**config.mk**
```make
export PLATFORM = sky130hd
export DESIGN_NAME = registros_multipuerto
export DESIGN_NICKNAME = d
export VERILOG_FILES = /design/src/rtl/rv_regfile_pkg.sv /design/src/rtl/marcador_ocupado.sv /design/src/rtl/registros_multipuerto.sv
export SDC_FILE = /design/constraint.sdc
export NUM_CORES = 2
export LEC_CHECK = 0
export CAP_MARGIN = 5
export CORE_MARGIN = 2
export CORE_UTILIZATION = 55
export DETAILED_ROUTE_END_ITERATION = 8
export PLACE_DENSITY = 0.72
export SYNTH_ARGS = -nofsm -noshare
export SYNTH_HDL_FRONTEND = slang
export SYNTH_SLANG_ARGS = --single-unit
```
**constraint.sdc**
```tcl
create_clock -name clk -period 6.05 [get_ports clk]
set_input_delay 1.21 -clock clk [delete_from_list [all_inputs] [get_ports clk]]
set_output_delay 1.21 -clock clk [all_outputs]
set_load 0.02 [all_outputs]
```
**src/rtl/rv_regfile_pkg.sv**
```systemverilog
// Shared definitions for the integer register file and its busy scoreboard.
package rv_regfile_pkg;
  localparam int XLEN_DEF = 32;
  localparam int NREG_DEF = 32;
  localparam int AW_DEF   = $clog2(NREG_DEF);

  typedef logic [AW_DEF-1:0] reg_addr_t;

  // x0 is hardwired to zero and never holds a producer
  localparam int ZERO_REG = 0;

  // Widest bit vector the population count accepts; callers zero-extend
  localparam int POP_MAX = 1024;

  function automatic int unsigned popcount(input logic [POP_MAX-1:0] v);
    int unsigned c;
    c = 0;
    for (int i = 0; i < POP_MAX; i++) c += 32'(v[i]);
    return c;
  endfunction
endpackage

```
**src/rtl/marcador_ocupado.sv**
```systemverilog
// Busy scoreboard: one pending-producer bit per register plus registered count.
module marcador_ocupado
  import rv_regfile_pkg::*;
#(
  parameter  int NREG = NREG_DEF,
  localparam int AW   = $clog2(NREG)
) (
  input  logic            clk,
  input  logic            rst_n,
  input  logic            issue_en,
  input  logic [AW-1:0]   issue_rd,
  input  logic            we,
  input  logic [AW-1:0]   waddr,
  output logic [NREG-1:0] busy,
  output logic [AW:0]     busy_cnt
);
  logic [NREG-1:0]    r_busy;
  logic [AW:0]        r_cnt;
  logic [NREG-1:0]    w_busy_nxt;
  logic [POP_MAX-1:0] w_ext;
  logic [AW:0]        w_pop;

  // Next busy vector: a new issue beats a completing write to the same register
  always_comb begin
    w_busy_nxt = r_busy;
    for (int r = 1; r < NREG; r++) begin
      if (issue_en && issue_rd == AW'(r))  w_busy_nxt[r] = 1'b1;
      else if (we && waddr == AW'(r))      w_busy_nxt[r] = 1'b0;
    end
    w_busy_nxt[ZERO_REG] = 1'b0;
  end

  // Count of the bits about to be stored, so the count tracks them edge for edge
  always_comb begin
    w_ext              = '0;
    w_ext[NREG-1:0]    = w_busy_nxt;
    w_pop              = (AW+1)'(popcount(w_ext));
  end

  // Scoreboard state, cleared asynchronously
  always_ff @(posedge clk or negedge rst_n) begin
    if (!rst_n) begin
      r_busy <= '0;
      r_cnt  <= '0;
    end else begin
      r_busy <= w_busy_nxt;
      r_cnt  <= w_pop;
    end
  end

  assign busy     = r_busy;
  assign busy_cnt = r_cnt;
endmodule

```
**src/rtl/registros_multipuerto.sv**
```systemverilog
// Integer register file: NREAD combinational reads, one write, x0 = 0, busy scoreboard.
module registros_multipuerto
  import rv_regfile_pkg::*;
#(
  parameter  int XLEN   = XLEN_DEF,
  parameter  int NREG   = NREG_DEF,
  parameter  int NREAD  = 2,
  parameter  int BYPASS = 1,
  localparam int AW     = $clog2(NREG)
) (
  input  logic                  clk,
  input  logic                  rst_n,
  input  logic                  we,
  input  logic [AW-1:0]         waddr,
  input  logic [XLEN-1:0]       wdata,
  input  logic [NREAD*AW-1:0]   raddr,
  output logic [NREAD*XLEN-1:0] rdata,
  output logic [NREAD-1:0]      rbusy,
  input  logic                  issue_en,
  input  logic [AW-1:0]         issue_rd,
  output logic [AW:0]           busy_cnt
);
  logic [NREG-1:0][XLEN-1:0] r_mem;
  logic [NREG-1:0]           w_busy;
  logic                      w_wr_ok;

  assign w_wr_ok = we && (waddr != AW'(ZERO_REG));

  // Storage; entry 0 is never written so it keeps its reset value of zero
  always_ff @(posedge clk or negedge rst_n) begin
    if (!rst_n)       r_mem        <= '0;
    else if (w_wr_ok) r_mem[waddr] <= wdata;
  end

  marcador_ocupado #(.NREG(NREG)) u_marcador (
    .clk      (clk),
    .rst_n    (rst_n),
    .issue_en (issue_en),
    .issue_rd (issue_rd),
    .we       (we),
    .waddr    (waddr),
    .busy     (w_busy),
    .busy_cnt (busy_cnt)
  );

  // Per-port read mux with optional write forwarding
  for (genvar gi = 0; gi < NREAD; gi++) begin : g_rd
    logic [AW-1:0] w_ra;
    logic          w_zero, w_hit, w_iss;
    assign w_ra   = raddr[gi*AW +: AW];
    assign w_zero = (w_ra == AW'(ZERO_REG));
    assign w_hit  = (BYPASS != 0) && we && (waddr == w_ra);
    assign w_iss  = issue_en && (issue_rd == w_ra);

    assign rdata[gi*XLEN +: XLEN] = w_zero ? '0 : (w_hit ? wdata : r_mem[w_ra]);
    // A forwarded write completes the producer now, unless a new one issues alongside
    assign rbusy[gi] = w_busy[w_ra] & ~(w_hit & ~w_iss);
  end
endmodule
```
==> results.yml <==
cells_and_area:
  postLayoutCoreUtil: 0.633
  area_growth_pct: 14.1
  layout.nets: 4079
  drive_gt1_frac: 0.531
  fillers: 7597
pwr:
  leakage_nw: 28.4
  switching_power_mw: 7.36
  p_sw_frac: 0.298
  clkPwrFrac: 0.303
  pwr-share-comb: 0.311
  intPower_mw: 17.3
  vdd_drop_max_v: 0.000878
  power_frac_seq: 0.386
  power_density_mw_per_mm2: 376
global_routing:
  grt_usage: 0.347
  grt_pass1_vias: 39000
  overflow: 0
  grt_max_degree: 152
  grt_pass1_wl_mm: 269
  antenna_found_initial: 18
worst_hold_path:
  hp-class: "reg2reg"
  min_to: "r_mem[10]"
  min_path_cells: 0
  min_from: "r_mem[10]"
clocking:
  cts_max_path_buffers: 3
  cts_sinks: 1061
  cts_tree: "yes"
  path_clk_slew_ps: 60
  clock_latency_ps: 710
  root_buffer: "clkbuf_16"
  cts_hold_buf: 0
  ctsHtreeMaxLevel: 3
  cts_buffers: 116
sta:
  worst_pin_slew_ps: 1290
  period_minus_slack_ps: 5880
  skew_ps: 10.8
  slew_viol_final: 0
  max_freq_mhz: 170
  hold_slack_ps: 394
  max_slew_margin: 0.139
  finalHoldViolations: 0
  fin_crit_sh: 0.972
  setup_violations: 0
yosys:
  yosysSeqAreaShare: 0.462
  yosys_warnings: 0
  synth_top_cell_by_area: "dfrtp_1"
  netlist_area_sq_mm: 0.0575
  synth.top_cells.by_area: "dfrtp_1 (46%), mux2_2 (21%), mux4_2 (20%)"
  netlist_top_cells_count: "dfrtp_1 (1061), mux2_2 (1050), mux4_2 (507)"
  syn_avg_cell_area_sq_um: 14.9
  synthDistinctLibCells: 57
  synth_most_common_cell: "dfrtp_1"
  async_flop_share: 1.00
  postSynthCellCount: 3863
  synth_top_flop_cell: "dfrtp_1"
  synth_seq_cells: 1061
  synth_top_area_frac: 0.462
  synth_edf_count: 0
  syn-num-nets: 3951
critical_path:
  path_class: "in2reg"
  end_kind: "flip-flop"
  critical_path_required_ps: 6680
  r2r_cells: 15
  cp_common_cell: "fa_1"
  cp_slowest_stage_delay_ps: 560
  cpMaxStageDelayCell: "fa_1"
  arrival_ps: 6510
  crit_chain: "dlygate4sd2_1 -> buf_12 -> nor3_4 -> nand2_2 -> a22o_4 -> ha_4 -> fa_1 -> fa_1 -> fa_1 -> fa_1 -> fa_1 -> inv_1 -> fa_1 -> inv_1 -> ha_2 -> fa_2 -> a21o_1 -> a21oi_2 -> xnor2_1"
  reg2reg_from: "u_marcador.busy[2]"
  rr_endpoint: "u_marcador.busy_cnt[4]"
  worstPathMaxFanout: 13
  r2r_slack_ps: 1000
  start_kind: "primary input"
route:
  vias_per_cell: 6.97
  firstDrtPassIters: 6
  drtIter0Drc: 4228
  routed_wl_mm: 183
  routed-via-count: 38100
  wl_per_cell_um: 33.4
  drc: 0
  ant_nets: 0
floorplanning:
  initial_utilization: 0.555
  rows: 118
  die_w_um: 327
  die_area_sq_mm: 0.107
  die_height_um: 327
  core-area_sq_mm: 0.104
  ioPinCount: 128
status:
  status: "complete, no violations"
place:
  gp_congestion: 0.925
  io_buffers: 127
  hpwl_mm: 113
flow_run:
  maxCapViolations: 0
[sequential cells by signal (all words and copies together), names as in the netlist]
name and count:
u_marcador.busy 31, u_marcador.busy_cnt 6, r_mem 1024
[per-layer routing]
metal | GRT usage | up-vias | share of wire
li1 | - | 15200 | -
met1 | 0.475 | 20500 | 0.39
met2 | 0.529 | 1917 | 0.46
met3 | 0.0920 | 490 | 0.10
met4 | 0.145 | 24 | 0.045
met5 | 0 | - | 0.00090
[layout by cell type (no fill, tap or decap), types with 6 or more instances in the layout]
cell	instances
clkbuf_8	30
a2111oi_0	15
nor2_4	19
a221o_1	14
ha_1	7
nand3b_1	8
o22ai_1	96
buf_12	38
mux4_2	507
buf_4	291
xor2_1	9
nor2b_1	9
mux2i_1	87
dlygate4sd2_1	6
inv_1	45
fa_1	22
clkbuf_16	120
o41ai_1	17
bufinv_16	10
a22oi_1	69
a22o_1	23
nand2_2	17
nand2_1	71
o21ai_0	8
nand3_1	19
clkdlybuf4s50_1	89
clkinv_2	22
clkinvlp_4	7
dfrtp_1	1061
nor3_1	44
a211oi_1	16
xnor2_1	14
a21oi_1	33
mux2_2	1050
nor2_1	55
clkbuf_1	25
[power by group through the flow]
stage	Sequential [mW]	Combinational, mW	Clock [mW]
5_1_grt	9.69	8.47	7.82
3_5_place_dp	9.59	7.50	0
2_1_floorplan	9.28	5.32	0
4_1_cts	9.48	7.59	7.52
6_report	9.53	7.68	7.46
3_3_place_gp	9.51	7.33	0
[per-stage QoR]
step                TNS, ps  instance area, sq um  power [mW]  setup WS, ps  std cells
global placement      -3280                 61400        16.8          -793       5247
detailed placement    -3440                 61400        17.1          -830       5247
floorplan              -304                 57600        14.6          -241       3863
global route          -1.69                 65600        26.0         -1.69       5474
finish                    0                 65600        24.7           167       5476
CTS                       0                 65600        24.6          16.1       5471
[repair_timing]
| item | in CTS | in global routing |
|---|---|---|
| endpoints found under the setup margin | 2 | 4 |
| pin swaps | 6 | 11 |
| hold endpoints to repair | 0 | 0 |
| buffers inserted | 4 | 2 |
| gates resized for setup | 23 | 13 |
[final cells by class]
type / instances / area, sq um / area share
repair buffers: 442 / 4080 / 0.0622
inverters: 45 / 169 / 0.00257
well taps: 1380 / 1730 / 0.0263
diodes: 3 / 7.51 / 0.000114
flip-flops and latches: 1061 / 26600 / 0.405
clock buffers: 175 / 3510 / 0.0535
clock inverters: 45 / 537 / 0.00818
multi-input cells: 2325 / 29000 / 0.443
[critical path: cells and delay by family]
family	cells	cell delay (ps)
fa+ha+maj	9	3750
compound gates	3	570
buf+inv	4	510
simple gates	2	340
xor+xnor	1	120
[kinds of logic (layout without fill, tap and decap cells)]
logic type	count (synthesis)	after routing	synth area share
multiplexers	1644	1644	0.419
flip-flops	1061	1061	0.462
buffers and inverters	477	707	0.0396
AO/OA/AOI/OAI	334	334	0.0417
AND/OR/NAND/NOR	292	292	0.0241
adder cells (fa/ha/maj)	32	32	0.00997
XOR/XNOR	23	23	0.00350
other	0	3	0
[how the worst max path moves through the flow]
stage                 from                     end  cells after the start
2_1_floorplan     waddr[4]  u_marcador.busy_cnt[4]                     19
3_3_place_gp      waddr[3]  u_marcador.busy_cnt[4]                     20
3_5_place_dp      waddr[3]  u_marcador.busy_cnt[4]                     20
4_1_cts           issue_en  u_marcador.busy_cnt[4]                     19
5_1_grt        issue_rd[0]  u_marcador.busy_cnt[4]                     19
6_report          waddr[4]  u_marcador.busy_cnt[4]                     19
(Power assumes the default switching activity.)
